--- config.mk ---
export PLATFORM = sky130hd
export DESIGN_NAME = fpu_issue_controller
export DESIGN_NICKNAME = d
export VERILOG_FILES = /design/src/rtl/fpu_issue_controller.sv
export SDC_FILE = /design/constraint.sdc
export NUM_CORES = 1
export LEC_CHECK = 0
export CAP_MARGIN = 20
export CORE_UTILIZATION = 39
export CTS_CLUSTER_DIAMETER = 30
export DETAILED_ROUTE_END_ITERATION = 10
export PLACE_DENSITY = 0.74
export SKIP_LAST_GASP = 1
export SLEW_MARGIN = 20
export SYNTH_ARGS = -nofsm -noshare
export SYNTH_HDL_FRONTEND = slang
export SYNTH_SLANG_ARGS = --single-unit
--- constraint.sdc ---
create_clock -name clk -period 1.87 [get_ports clk]
set_clock_uncertainty 0.05 [all_clocks]
set_input_delay 0.187 -clock clk [delete_from_list [all_inputs] [get_ports clk]]
set_output_delay 0.187 -clock clk [all_outputs]
set_load 0.05 [all_outputs]
--- src/rtl/fpu_issue_controller.sv ---
// fpu_issue_controller
// Issue/handshake stage in front of the fixed-point unit. Requests are
// registered onto the unit's inputs, the unit's ready is sampled only once
// the operands have had a full cycle to settle, and the result is returned
// with its tag over a valid/ready response port. A bounded wait turns a hung
// unit into an error response, abort cancels an in-flight operation, and
// handed-off responses are counted.

module fpu_issue_controller #(
    parameter int WIDTH   = 32,
    parameter int TAG_W   = 4,
    parameter int TIMEOUT = 64
) (
    input  logic             clk,
    input  logic             reset,
    input  logic             req_valid,
    output logic             req_ready,
    input  logic [WIDTH-1:0] req_operand_1,
    input  logic [WIDTH-1:0] req_operand_2,
    input  logic [1:0]       req_operation,
    input  logic [TAG_W-1:0] req_tag,
    output logic [WIDTH-1:0] fpu_operand_1,
    output logic [WIDTH-1:0] fpu_operand_2,
    output logic [1:0]       fpu_operation,
    input  logic [WIDTH-1:0] fpu_result,
    input  logic             fpu_ready,
    input  logic             abort,
    output logic             rsp_valid,
    input  logic             rsp_ready,
    output logic [WIDTH-1:0] rsp_result,
    output logic [TAG_W-1:0] rsp_tag,
    output logic             rsp_error,
    output logic             busy,
    output logic [15:0]      done_count,
    output logic [7:0]       err_count
);

    typedef enum logic [1:0] {
        IDLE  = 2'd0,
        ISSUE = 2'd1,
        WAIT  = 2'd2,
        RESP  = 2'd3
    } state_t;

    // Last WAIT count value before the wait is abandoned as a timeout.
    localparam logic [15:0] WAIT_LAST = 16'(TIMEOUT - 1);

    state_t           state_q, state_d;
    logic [WIDTH-1:0] opnd1_q, opnd1_d;
    logic [WIDTH-1:0] opnd2_q, opnd2_d;
    logic [1:0]       operation_q, operation_d;
    logic [TAG_W-1:0] tag_q, tag_d;
    logic [15:0]      waitCnt_q, waitCnt_d;
    logic [WIDTH-1:0] rspResult_q, rspResult_d;
    logic             rspError_q, rspError_d;
    logic [15:0]      doneCnt_q, doneCnt_d;
    logic [7:0]       errCnt_q, errCnt_d;
    logic             unitReady;

    // The unit's ready is combinational and may float; only a solid 1 counts.
    assign unitReady = (fpu_ready === 1'b1);

    assign req_ready     = (state_q == IDLE);
    assign rsp_valid     = (state_q == RESP);
    assign busy          = (state_q != IDLE);
    assign fpu_operand_1 = opnd1_q;
    assign fpu_operand_2 = opnd2_q;
    assign fpu_operation = operation_q;
    assign rsp_result    = rspResult_q;
    assign rsp_tag       = tag_q;
    assign rsp_error     = rspError_q;
    assign done_count    = doneCnt_q;
    assign err_count     = errCnt_q;

    // Next-state and datapath updates; ISSUE deliberately ignores fpu_ready
    // because it still reflects the previous operation.
    always_comb begin
        state_d     = state_q;
        opnd1_d     = opnd1_q;
        opnd2_d     = opnd2_q;
        operation_d = operation_q;
        tag_d       = tag_q;
        waitCnt_d   = waitCnt_q;
        rspResult_d = rspResult_q;
        rspError_d  = rspError_q;
        doneCnt_d   = doneCnt_q;
        errCnt_d    = errCnt_q;

        unique case (state_q)
            IDLE: begin
                if (req_valid) begin
                    opnd1_d     = req_operand_1;
                    opnd2_d     = req_operand_2;
                    operation_d = req_operation;
                    tag_d       = req_tag;
                    state_d     = ISSUE;
                end
            end
            ISSUE: begin
                if (abort) begin
                    state_d = IDLE;
                end else begin
                    waitCnt_d = '0;
                    state_d   = WAIT;
                end
            end
            WAIT: begin
                if (abort) begin
                    state_d = IDLE;
                end else if (unitReady) begin
                    rspResult_d = fpu_result;
                    rspError_d  = 1'b0;
                    state_d     = RESP;
                end else if (waitCnt_q == WAIT_LAST) begin
                    rspResult_d = '0;
                    rspError_d  = 1'b1;
                    state_d     = RESP;
                end else begin
                    waitCnt_d = waitCnt_q + 16'd1;
                end
            end
            RESP: begin
                if (rsp_ready) begin
                    doneCnt_d = doneCnt_q + 16'd1;
                    if (rspError_q && (errCnt_q != 8'hFF)) begin
                        errCnt_d = errCnt_q + 8'd1;
                    end
                    state_d = IDLE;
                end
            end
            default: state_d = IDLE;
        endcase
    end

    // State register.
    always_ff @(posedge clk or negedge reset) begin
        if (!reset) begin
            state_q <= IDLE;
        end else begin
            state_q <= state_d;
        end
    end

    // Operand, response and counter registers.
    always_ff @(posedge clk or negedge reset) begin
        if (!reset) begin
            opnd1_q     <= '0;
            opnd2_q     <= '0;
            operation_q <= 2'b00;
            tag_q       <= '0;
            waitCnt_q   <= '0;
            rspResult_q <= '0;
            rspError_q  <= 1'b0;
            doneCnt_q   <= '0;
            errCnt_q    <= '0;
        end else begin
            opnd1_q     <= opnd1_d;
            opnd2_q     <= opnd2_d;
            operation_q <= operation_d;
            tag_q       <= tag_d;
            waitCnt_q   <= waitCnt_d;
            rspResult_q <= rspResult_d;
            rspError_q  <= rspError_d;
            doneCnt_q   <= doneCnt_d;
            errCnt_q    <= errCnt_d;
        end
    end

endmodule

After elaboration in Yosys (flattened, before gate mapping)
Cells that the tools add are included.
Operators by class
  bitwise logic cells: 1
  add/subtract/negate cells: 3
  reductions and logical operators: 11
  muxes and demuxes: 16
  equal/unequal tests: 13
Operator list (count)
  2-to-1 mux 16 bit: 4
  2-to-1 mux 32 bit: 2
  adder 16 x 1 -> 16 bit, second input constant: 2
  one-hot mux 16 bit (2 select lines): 1
  == test 16 x 6 -> 1 bit, second input constant: 1
  2-to-1 mux 2 bit: 6
  inequality test 2 bit, second input constant: 5
  AND reduction 3 bit: 3
  adder 8 x 1 -> 8 bit, second input constant: 1
  inequality test 8 bit, second input constant: 1
  one-hot mux 2 bit (4 select lines): 1
  nonzero test 2 bit: 3
  AND reduction 5 bit: 1
  == test 2 bit, second input constant: 2
  inequality test 4 bit, second input constant: 1
  AND reduction 2 bit: 2
  == test 2 x 1 -> 1 bit, second input constant: 1
  zero test 2 bit: 1
  2-to-1 mux 1 bit: 2
  inequality test 2 x 1 -> 1 bit, second input constant: 1
  === test 1 bit, second input constant: 1
  logical AND 1 bit: 1
  inverter 1 bit: 1
Word-level totals
  word-level logic and storage cells: 54
  bits in registers: 145

Depth between registers and ports, before layout
Gate-level depths: netlist (run 1).
  depth in word-level cells: 5
  mapped depth: 7

Least setup slack after synthesis (run 1)
No wires, ideal clock.
  path kind: register to register
  from: register state_q[0]
  to: register opnd1_q[0], in the netlist fpu_operand_1[0]
  path slack: -0.490 ns
  library setup time: 0.125 ns
  data required time: 1.695 ns
  stages on the path, launching flop included: 7
  arrival: 2.186 ns
  cells stage by stage: dfrtp_1 buf_4 nor2_1 and2_1 clkbuf_1 buf_2 mux2_2
On the way
  cells in the longest elaborated chain, start to end: 2
RTL lines
  start: declaration: line 48  | state_t state_q, state_d;
  start signal: assignment: line 140  | state_q <= state_d;
  zero test 2 bit
  net req_ready: line 17  | output logic req_ready,
  AND reduction 2 bit (no line)
  end signal: assignment: line 157  | opnd1_q <= opnd1_d;
  end: declaration: line 49  | logic [WIDTH-1:0] opnd1_q, opnd1_d;
The timed path passes the listed nets, and every way through them passes these cells.
A chain may end at the register's enable or synchronous reset.

Worst setup path after layout (run 1)
  from: register waitCnt_q[5]
  to: register waitCnt_q[13]
On the way
  cells in the longest elaborated chain, start to end: 5
  elaborated cells on any way between the ends: 8
  classes of those cells: add/sub: 1; eq/ne: 2; mux: 4; reduce/logical: 1
RTL lines
  start: declaration: line 53  | logic [15:0] waitCnt_q, waitCnt_d;
  start signal: assignment: line 161  | waitCnt_q <= waitCnt_d;
  adder 16 x 1 -> 16 bit: line 119  | waitCnt_d = waitCnt_q + 16'd1;
  2-to-1 mux 16 bit: line 114  | end else if (waitCnt_q == WAIT_LAST) begin
  2-to-1 mux 16 bit: line 110  | end else if (unitReady) begin
  2-to-1 mux 16 bit: line 108  | if (abort) begin
  one-hot mux 16 bit (2 select lines): line 89  | unique case (state_q)
Several ways; a longest one is shown, not always the timed one. The select of a mux whose other input is x is not followed.

==> results of run 1 <==
[Yosys cell counts, types with 2 or more instances]
master	count
dfrtp_1	145
mux2_2	71
a22o_1	32
nand2_1	27
nand3_1	18
buf_2	12
nor2_1	12
xnor2_1	12
nor4_1	11
nor3_1	10
xor2_1	10
inv_1	9
nand4_1	9
clkbuf_1	6
a21oi_1	5
o21ai_0	5
and3_1	4
and4_1	4
o221ai_1	4
a221o_1	3
and2_1	3
ha_1	3
mux2i_1	3
o31ai_1	3
a31oi_1	2
buf_4	2
nor2b_1	2
o21ai_1	2
or3_1	2
or3b_2	2
or4_1	2
[per-stage QoR]
| step | hold slack, ns | worst slack [ns] | TNS [ns] | instance area, um^2 |
|---|---|---|---|---|
| 5_1_grt | 0.2257 | -0.07817 | -1.503 | 9681 |
| 6_report | 0.2093 | 0.002609 | 0 | 9681 |
| 3_5_place_dp | 0.08378 | -0.08539 | -0.6275 | 8932 |
| 2_1_floorplan | -0.1586 | 0.007358 | 0 | 5983 |
| 4_1_cts | 0.2016 | 0.002365 | 0 | 9537 |
| 3_3_place_gp | 0.08191 | -0.05237 | -0.06990 | 8932 |
[metal layers]
metal	GRT usage	vias to the layer above
li1	-	2231
met1	0.2726	2374
met2	0.3529	187
met3	0.06033	22
met4	0.08608	0
met5	0	-
[area by class of cell]
cell class	count	area (um^2)	share of cell area
timing repair buffer	292	2912	0.3008
multi-input combinational	274	2246	0.2320
clock buffer	18	439.2	0.04537
tap	184	230.2	0.02378
sequential	145	3635	0.3755
clock inverter	13	185.2	0.01913
inverter	9	33.78	0.003490
[worst paths after layout]
kind	end	start	slack (ns)
setup / recovery	waitCnt_q[13]$_DFFE_PN0P_	waitCnt_q[5]$_DFFE_PN0P_	0.003
hold / removal	waitCnt_q[5]$_DFFE_PN0P_	reset	0.21
setup reg to reg	waitCnt_q[13]$_DFFE_PN0P_	waitCnt_q[5]$_DFFE_PN0P_	0.003
hold reg to reg	done_count[15]$_DFFE_PN0P_	done_count[15]$_DFFE_PN0P_	0.43
max in group asynchronous	fpu_operand_1[0]$_DFFE_PN0P_	reset	0.89
min in group clk	rsp_result[28]$_DFFE_PN0P_	fpu_result[28]	0.32
[state kept, by name, indices dropped and copies added (netlist names)]
register and flops:
state_q 2, fpu_operand_1 32, rsp_error 1, fpu_operand_2 32, err_count 8, done_count 16
rsp_result 32, rsp_tag 4, waitCnt_q 16, fpu_operation 2
[cell usage in the layout, fill, tap and decap left out, types with 4 or more instances in the layout]
cell type / count
and3_1: 4
o21ai_0: 5
buf_12: 8
nor2_1: 11
o221ai_1: 4
buf_4: 51
xor2_1: 10
nand3_1: 17
dlymetal6s2s_1: 15
clkbuf_16: 19
a22o_1: 32
nand2_1: 26
clkdlybuf4s50_1: 188
a21oi_1: 5
dfrtp_1: 140
xnor2_1: 12
bufinv_16: 4
dfrtp_2: 5
nand4_1: 9
dlygate4sd2_1: 26
nor3_1: 9
mux2_2: 71
inv_1: 9
nor4_1: 10
[timing repair]
action                     in CTS  in global routing
cloned                          0                  2
setup buffers                   0                  2
pin swaps                       0                  5
setup endpoints to repair      63                104
gates resized for setup        28                 26
hold buffers                    1                  0
hold endpoints to repair       38                  0
[power breakdown]
part / total, uW / switching (uW) / internal, uW
clock network: 3570 / 1310 / 2260
logic: 9370 / 5820 / 3550
registers: 5040 / 695 / 4350
[worst register-to-register path, stage by stage, from the launching register on]
cell	delay (ns)
dfrtp_1	0.47
nand4_4	0.13
buf_4	0.15
buf_4	0.15
or4_2	0.65
o221ai_1	0.18
[kinds of logic (layout without fill, tap and decap cells)]
group,after synthesis,after routing,share of synthesized area
AO/OA/AOI/OAI,63,63,0.08388
XOR/XNOR,22,22,0.03245
AND/OR/NAND/NOR,112,112,0.1035
adder cells (fa/ha/maj),3,3,0.006323
multiplexers,74,74,0.1397
flip-flops,145,145,0.6112
buffers and inverters,30,332,0.02297
==> metrics, run 1 <==
Skew-Pair Late Insertion Delay=just over 0.4 ns; CP bufs+invs=2; first drt pass iteration count=11; DRT iter0 DRCs=around 280; CP max stage delay=approximately 0.65 ns; Area Overhead vs Synth=63.06%; period utilization=0.9986; wire length per cell=17.70 um; Clock Path Buffers=2; Distinct cells, synth=45; core area=14700 um^2; area share of the largest cell type after synthesis=0.6112; number of global-route vias before repair=5027; H-tree levels=4; Worst path depth=5; max cap viols=0; sequential area share after synthesis=0.6112; DR WL met3=1.182 mm; I/O pin cnt=about 240; most frequent CP cell=buf_4; FMAX=0.5355 GHz; Net count, final=850; met2 routed WL=~8.2 mm; largest net degree at the start of global routing=65; Crit Path Max Fanout=8; Worst Setup Path Type=register to register; clock root buffer master=clkbuf_16; Clock transition at path regs=around 0.060 ns; average cell area after synthesis=13.22 um^2; TritonCTS clock tree=yes; met1 WL=6.926 mm; Post-synth EDFFs=0; Total GRT Usage=0.2163; TritonCTS buffer count=17; synthesized instance count=449; cell family with most CP delay=simple AND/OR/NAND/NOR gates; die width=125.4 um; HP Class=primary input to async pin; main area contributors after synthesis=dfrtp_1, mux2_2, a22o_1; Detail Route Antenna Nets=0; DP Wirelength=11.86 mm; PwrDens=1857 nW/um^2; maximum VDD drop=1.056 mV; fin crit period=~1.9 ns; status=finished with violations; yosys warns=0; Post-Syn Area=about 5900 um^2; Util after Layout=0.6586; setup repair after global routing missed its margin=true; failing checks=DRC; reg2reg path depth=5; crit end category=register; GPL Wtd Cong=just under 0.9; # rows=between 40 and 50; Tightest Pin Transition=0.5613 ns; CP Data Required Time=2.15 ns; # DRC=23; DIE HEIGHT=125.4 um; Top Metal Used=met4; slowest CP cell=or4_2; CTS sink count=145; Filler Cells Inserted=1051; full die area=15720 um^2; final setup violation count=0; WL final=16.55 mm; worst path cell trace=nand4_4 -> buf_4 -> buf_4 -> or4_2 -> o221ai_1; P_leak=roughly 0.0044 uW; element type at the critical path start=register; Syn Nets=560; Final Max Tran Viols=0; CP arrival=2.14 ns; diode count=0; initial antenna violation count=0; Slew HR=0.6252; Vias/cell=a little over 5; first-pass GRT wire length=26.39 mm; Initial Utilization=0.4039; Pwr Total=17980 uW; Synth Flop Type=dfrtp_1; Overflow after GRT=0; placed cell count=~900; port buffer count=237; area leader, netlist=dfrtp_1; Final Non-Filler Cells=a little over 900; flops & latches, synth=145; Vias=4814; share of post-route cells with drive strength above 1=0.2517; final hold violation count=0; Synth async-reset ratio=1.000
(Power assumes the default switching activity.)
==> run 2: changes to the inputs <==
--- a/config.mk
+++ b/config.mk
@@ -6,10 +6,10 @@
 export NUM_CORES = 1
 export LEC_CHECK = 0
 export CAP_MARGIN = 20
-export CORE_UTILIZATION = 39
+export CORE_UTILIZATION = 43
 export CTS_CLUSTER_DIAMETER = 30
 export DETAILED_ROUTE_END_ITERATION = 10
-export PLACE_DENSITY = 0.74
+export PLACE_DENSITY = 0.78
 export SKIP_LAST_GASP = 1
 export SLEW_MARGIN = 20
 export SYNTH_ARGS = -nofsm -noshare
==> constraint.sdc (replaced) <==
create_clock -name clk -period 2 [get_ports clk]
set_clock_uncertainty 0.05 [all_clocks]
set_input_delay 0.2 -clock clk [delete_from_list [all_inputs] [get_ports clk]]
set_output_delay 0.2 -clock clk [all_outputs]
set_load 0.05 [all_outputs]
==> run 2 against run 1 <==
  * The flow now finishes without violations
  * Setup slack gained 0.024 ns
  * Register-to-register slack improved by 0.02 ns
  * Sequential power fell by 5.2%
  * Via count is 0.31% lower
  * Sequential cell count unchanged
  * Critical path type unchanged
  * Highest routed layer unchanged
==> metrics, run 2 (synthesized netlist as in run 1, its figures left out) <==
status=complete, no violations (was finished with violations); Overflow after GRT=0 (unchanged); first drt pass iteration count=7 (was 11); final hold violation count=0 (unchanged); Initial Utilization=0.4448 (was 0.4039); crit end category=register (unchanged); most common cell after layout, fill and taps aside=clkdlybuf4s50_1 (unchanged); Vias/cell=5.279 (was 5.149); final setup violation count=0 (unchanged); Tightest Pin Transition=0.6514 ns (was 0.5613 ns); Clock Path Buffers=2 (unchanged); PwrDens=1752 nW/um^2 (was 1857 nW/um^2); die width=119.5 um (was 125.4 um); wire length per cell=19.13 um (was 17.70 um); share of post-route cells with drive strength above 1=0.2115 (was 0.2517); r2r setup slk=0.03 ns (was 0.003 ns); Net count, final=831 (was 850); TritonCTS buffer count=17 (unchanged); Crit Path Max Fanout=6 (was 8); # DRC=0 (was 23); first-pass GRT wire length=27.48 mm (was 26.39 mm); Slew HR=0.5639 (was 0.6252); period utilization=0.9867 (was 0.9986); TritonCTS clock tree=yes (unchanged); clock root buffer master=clkbuf_16 (unchanged); initial antenna violation count=0 (unchanged); Filler Cells Inserted=949 (was 1051); Vias=4799 (was 4814); Final Max Tran Viols=0 (unchanged); CP arrival=2.21 ns (was 2.14 ns); setup repair after global routing missed its margin=true (unchanged); P_leak=0.004034 uW (was 0.004418 uW); H-tree levels=4 (unchanged); Hold WS=0.2170 ns (was 0.2093 ns); placed cell count=873 (was 899); Skew-Pair Late Insertion Delay=0.42 ns (was 0.41 ns); DIE HEIGHT=119.5 um (was 125.4 um); # rows=42 (was 44); Setup TNS Final=0 ns (unchanged); Area Overhead vs Synth=57.85% (was 63.06%); Total GRT Usage=0.2546 (was 0.2163); maximum VDD drop=0.6766 mV (was 1.056 mV); fin crit period=1.973 ns (was 1.867 ns); port buffer count=237 (unchanged); reg2reg path depth=6 (was 5); CTS sink count=145 (unchanged); Worst Setup Path Type=register to register (unchanged); element type at the critical path start=register (unchanged); Final Non-Filler Cells=909 (was 935); WL final=17.39 mm (was 16.55 mm); DP Wirelength=13.02 mm (was 11.86 mm); FMAX=0.5067 GHz (was 0.5355 GHz); full die area=14280 um^2 (was 15720 um^2); HP Class=primary input to async pin (unchanged); GPL Wtd Cong=0.9107 (was 0.8904); CP Data Required Time=2.24 ns (was 2.15 ns); Clock transition at path regs=0.06 ns (about the same); I/O pin cnt=238 (unchanged); largest net degree at the start of global routing=42 (was 65); number of global-route vias before repair=4922 (was 5027); max cap viols=0 (unchanged); diode count=0 (unchanged); Detail Route Antenna Nets=0 (unchanged); most frequent cells in the layout=clkdlybuf4s50_1, dfrtp_1, mux2_2 (unchanged); DRT iter0 DRCs=241 (was 279); core area=13350 um^2 (was 14700 um^2)
==> run 2: layout make-up <==
| class | count | area [um^2] | share of cell area |
|---|---|---|---|
| flip-flops and latches | 145 | 3632 | 0.3876 |
| repair buffers | 273 | 2721 | 0.2904 |
| well taps | 176 | 220.2 | 0.02350 |
| clock inverters | 9 | 82.58 | 0.008812 |
| clock buffers | 23 | 478.0 | 0.05100 |
| multi-input cells | 274 | 2203 | 0.2351 |
| inverters | 9 | 33.78 | 0.003605 |
==> run 2: metal layers <==
layer,GRT usage,routed length [um],up-vias
met5,0,0,-
met4,0.1148,499,0
met3,0.06559,1008,39
met2,0.4375,8926,181
met1,0.2989,6954,2386
li1,-,-,2193
==> run 2: through the flow <==
stage	total power (uW)	area [um^2]	setup WS, ns	util
6_report	16420	9371	0.02661	0.7021
5_1_grt	17050	9371	-0.02388	0.7021
4_1_cts	16530	9334	0.003114	0.6993
3_5_place_dp	13490	8756	-0.06865	0.6560
3_3_place_gp	13270	8756	0.05534	0.6560
2_1_floorplan	10240	5947	0.004149	-
==> run 2: path summary, 6_finish.rpt <==
kind,from,end
min,reset,err_count[3]$_DFFE_PN0P_
max,waitCnt_q[6]$_DFFE_PN0P_,waitCnt_q[15]$_DFFE_PN0P_
min in group clk,fpu_result[14],rsp_result[14]$_DFFE_PN0P_
max in group asynchronous,reset,rsp_result[23]$_DFFE_PN0P_
min reg2reg,err_count[7]$_DFFE_PN0P_,err_count[7]$_DFFE_PN0P_
max reg2reg,waitCnt_q[6]$_DFFE_PN0P_,waitCnt_q[15]$_DFFE_PN0P_
==> run 2: worst max-delay path, cell delays in order, from the launching register on <==
cell     delay (ns)
dfrtp_1        0.50
nand4_4        0.15
buf_4          0.17
nor4_1         0.35
buf_4          0.18
nor2_1         0.03
or3b_2         0.42
==> run 2: repair_timing <==
action                                 4_1_cts  5_1_grt
resized for setup                            2        5
endpoints found under the hold margin       37        0
pin swaps                                    0        1
hold buffers                                 1        0
setup endpoints to repair                   39       47
setup buffers                                0        3
==> run 2: power by group <==
| part | switching (uW) | internal [uW] | total (uW) | leakage [uW] |
|---|---|---|---|---|
| Sequential | 709 | 4070 | 4780 | 0.00181 |
| Clock | 1180 | 1800 | 2980 | 0.000273 |
| Combinational | 5420 | 3240 | 8660 | 0.00195 |
| Total | 7310 | 9110 | 16400 | 0.00403 |
==> variant 1 (settings of run 1) <==
Register the output `done_count` once more, with the module's reset; this adds one clock of latency there. The other outputs are not delayed to match.
--- a/src/rtl/fpu_issue_controller.sv
+++ b/src/rtl/fpu_issue_controller.sv
@@ -70,5 +70,11 @@
     assign rsp_tag       = tag_q;
     assign rsp_error     = rspError_q;
-    assign done_count    = doneCnt_q;
+    always_ff @(posedge clk or negedge reset) begin
+        if (!reset) begin
+            done_count <= '0;
+        end else begin
+            done_count <= doneCnt_q;
+        end
+    end
     assign err_count     = errCnt_q;
 
Formal check against the unedited RTL: not equivalent (a bounded check fails within 10 cycles, from zero or initial values and one cycle with reset low).
==> variant 1 against run 1 <==
Power is 0.61% higher; synthesized area is 6.7% higher; final area is 4.8% higher; worst setup slack better by 18 ps; routed wire length is 2.0% higher; sequential cell count is 16 higher; worst hold slack better by 16 ps; critical path type unchanged.
==> variant 1: results (changes against run 1) <==
| Metric | Value |
|---|---|
| Dpl ws | `-89.4 ps (-3.99 ps)` |
| Synth area leaders | `dfrtp_1, mux2_2, a22o_1, xnor2_1, nand2_1` |
| FILL cells | `1,212 (+15%)` |
| Largest net degree at the start of global routing | `56 (-14%)` |
| Synth cell count leaders | `dfrtp_1, mux2_2, a22o_1` |
| DR vias/cell | `5.03 (-2.3%)` |
| I/O Buffers | `237 (unchanged)` |
| Tot GR Track Use | `20.0% (-1.7 points)` |
| Synth Area per Inst | `13.6 um2 (+3.1%)` |
| Yosys cell types | `45 (unchanged)` |
| Peak supply drop | `0.890 mV (-16%)` |
| Main flop type after synthesis | `dfrtp_1` |
| First DRT Iteration DRCs | `188 (-33%)` |
| Crit path DAT | `2090 ps (-50 ps)` |
| Number of cells in the design after placement | `951 (+5.8%)` |
| First drt pass iteration count | `4 (-7)` |
| Antenna cells | `0 (unchanged)` |
| Seq/Total Area, Yosys | `63.6% (+2.5 points)` |
| Flop-to-flop setup slack | `20 ps (+20 ps)` |
| Clock root buffer | `clkbuf_16` |
| Syn Nets | `576 (+2.9%)` |
| CP max FO | `4 (-4)` |
| Nets | `872 (+2.6%)` |
| HPWL after detailed placement | `12.2 mm (+2.6%)` |
| GP Congestion | `0.908 (+2.0%)` |
| Vias in the first global route | `5,092 (+1.3%)` |
| Status | `completed` |
| Layout cells sized above 1 | `25.4% (+0.22 points)` |
| Routed Wire Length | `16.9 mm (+2.0%)` |
| Ys async rst share | `100% (unchanged)` |
| Initial antenna violation count | `0 (unchanged)` |
| Final Cycle Share | `98.9% (-0.99 points)` |
| Worst slew pin tran | `608 ps (+46.3 ps)` |
| First-pass GRT wire length | `25.7 mm (-2.6%)` |
| Drt wl/cell | `17.1 um (-3.5%)` |
| Final hold viol count | `0 (unchanged)` |
| Leakage power | `4.62 nW (+4.7%)` |
-- variant 1: cells by family (layout without fill, tap and decap cells) --
logic type	Yosys count	count (layout)	share of synthesized area [%]
AO/OA/AOI/OAI	63	63	7.86
adder cells (fa/ha/maj)	3	3	0.592
XOR/XNOR	22	22	3.04
buffers and inverters	30	337	2.15
AND/OR/NAND/NOR	112	112	9.69
flip-flops	161	161	63.6
multiplexers	74	74	13.1
-- variant 1: repair_timing --
action	in CTS	in global routing
buffers inserted	0	6
resized for setup	11	45
hold buffers	1	0
setup endpoints to repair	18	73
pin swaps	1	7
endpoints found under the hold margin	44	0
-- variant 1: per-stage QoR --
stage	instance area, um2	power, mW	hold WS [ps]
floorplan	6370	11.3	-159
detailed placement	9390	14.8	108
CTS	9960	18.2	219
global placement	9390	14.6	103
global route	10100	18.9	266
finish	10100	18.1	225
-- variant 1: power by group --
part / switching, mW / total (mW) / internal [mW]
registers: 0.720 / 5.44 / 4.72
logic: 5.78 / 9.37 / 3.59
clock network: 1.33 / 3.28 / 1.94
total: 7.84 / 18.1 / 10.3
-- variant 1: area by class of cell --
type,count,area (um2),area share [%]
Clock buffer,20,437,4.30
Clock inverter,10,113,1.11
Multi-Input combinational cell,274,2290,22.6
Inverter,9,33.8,0.333
Timing Repair Buffer,298,2960,29.2
Sequential cell,161,4040,39.8
Tap cell,216,270,2.66
-- variant 1: layer usage --
metal | wire [um] | global-route usage, %
met1 | 6820 | 23.2
met2 | 8400 | 34.2
met3 | 1320 | 6.15
met4 | 336 | 8.28
met5 | 0 | 0
-- variant 1: worst paths after layout --
path                                 from              to  cells past startpoint
max reg2reg                  waitCnt_q[0]   waitCnt_q[11]                      5
max in group asynchronous           reset  done_count[10]                      3
max                          waitCnt_q[0]   waitCnt_q[11]                      5
min in group clk           fpu_result[29]  rsp_result[29]                      2
min                                 reset   rsp_result[6]                      2
min reg2reg                 doneCnt_q[15]  done_count[15]                      0
-- variant 1: critical path: stages (launching register included) --
cell,delay (ps)
dfrtp_1,360
buf_4,140
nand3_4,100
or4_4,530
and3_1,190
or3_1,350
==> variant 2 (settings of run 1) <==
Made on the original files. `TAG_W`: 4 -> 5.
--- a/src/rtl/fpu_issue_controller.sv
+++ b/src/rtl/fpu_issue_controller.sv
@@ -9,5 +9,5 @@
 module fpu_issue_controller #(
     parameter int WIDTH   = 32,
-    parameter int TAG_W   = 4,
+    parameter int TAG_W   = 5,
     parameter int TIMEOUT = 64
 ) (
Ports: changed (resized req_tag and rsp_tag); port bits go from 238 to 240. The function was not compared with the original's and may differ.
==> variant 2 against run 1 <==
Final area shrank 2.7%; worst hold slack gained 25 ps; power shrank 1.2%; first-iteration DRC count shrank 12%; sequential cell count grew 1; synthesized area is the same; critical endpoint is now rsp_result[22]; worst setup slack gained 33 ps; largest power group unchanged; the run still ends with design-rule violations left; routed wire length shrank 3.8%.
==> variant 2: results (changes against run 1) <==
| Metric | Value |
|---|---|
| Status | `finished, violations left` |
| Failing checks | `design-rule violations` |
| Worst path slowest cell | `dfrtp_1` |
| First DRT Iteration DRCs | `245 (-12%)` |
| Drt wl/cell | `17.6 um (-0.62%)` |
| Leakage power | `4.31 nW (-2.4%)` |
| Yosys cell types | `36 (-20%)` |
| Worst R2R Start | `waitCnt_q[1]` |
| Combinational share of power | `53.1% (+1.0 points)` |
| Vias in the first global route | `4,844 (-3.6%)` |
| Routed vias | `4,697 (-2.4%)` |
| GR Layer Usage met2 | `35.3% (about the same)` |
| Worst setup endpoint | `rsp_result[22]` |
| Synth area leaders | `dfrtp_1, mux2_2, a22o_1, o31ai_1, xnor2_1` |
| First-pass GRT wire length | `26.2 mm (-0.89%)` |
| Synth cell count leaders | `dfrtp_1, mux2_2, a22o_1` |
| Switching share of power | `44.5% (+1.0 points)` |
| Seq/Total Area, Yosys | `61.5% (+0.42 points)` |
| # DRC | `23 (unchanged)` |
| Multiplexer share of the synthesized area | `14.2% (+0.19 points)` |
| Number of cells in the design after placement | `874 (-2.8%)` |
| GP Congestion | `0.862 (-3.2%)` |
| FILL cells | `1,075 (+2.3%)` |
| Peak supply drop | `0.864 mV (-18%)` |
| Dpl ws | `-119 ps (-33.9 ps)` |
| Placed Instance Area | `0.00878 mm2 (-1.7%)` |
| HPWL after detailed placement | `11.7 mm (-1.2%)` |
| Compound-Gate Fraction of Synth Area | `9.42% (+1.0 points)` |
| Reg power frac | `28.6% (+0.5 points)` |
| CP Launch Type | `flip-flop` |
| Tot GR Track Use | `21.3% (-0.29 points)` |
| WHS | `234 ps (+24.9 ps)` |
| Largest net degree at the start of global routing | `56 (-14%)` |
| Max-slew headroom | `58.2% (-4.3 points)` |
| Layout cells sized above 1 | `23.4% (-1.7 points)` |
==> variant 2: cell types whose count changed after synthesis, sizes merged, moves of 3 or more <==
| cell | before | now |
|---|---|---|
| nor4 | 11 | 6 |
| buf | 14 | 18 |
| and3 | 4 | 7 |
| inv | 9 | 6 |
| o221ai | 4 | 0 |
| a221o | 3 | 0 |
| nor3 | 10 | 6 |
| o21ai | 7 | 10 |
| o31ai | 3 | 14 |
| nand2 | 27 | 17 |
==> variant 2: layout make-up <==
type                            instances  area, um2  share of cell area (%)
Timing Repair Buffer                  272       2700                    28.6
Inverter                                6       22.5                   0.239
Tap cell                              184        230                    2.44
Clock buffer                           20        457                    4.85
Multi-Input combinational cell        267       2250                    23.8
Sequential cell                       146       3660                    38.8
Clock inverter                         10        111                    1.18
==> variant 2: routing by layer <==
layer,vias to the layer above,part of all wire [%]
li1,2166,-
met1,2306,41
met2,201,49
met3,24,7.0
met4,0,2.2
met5,-,0
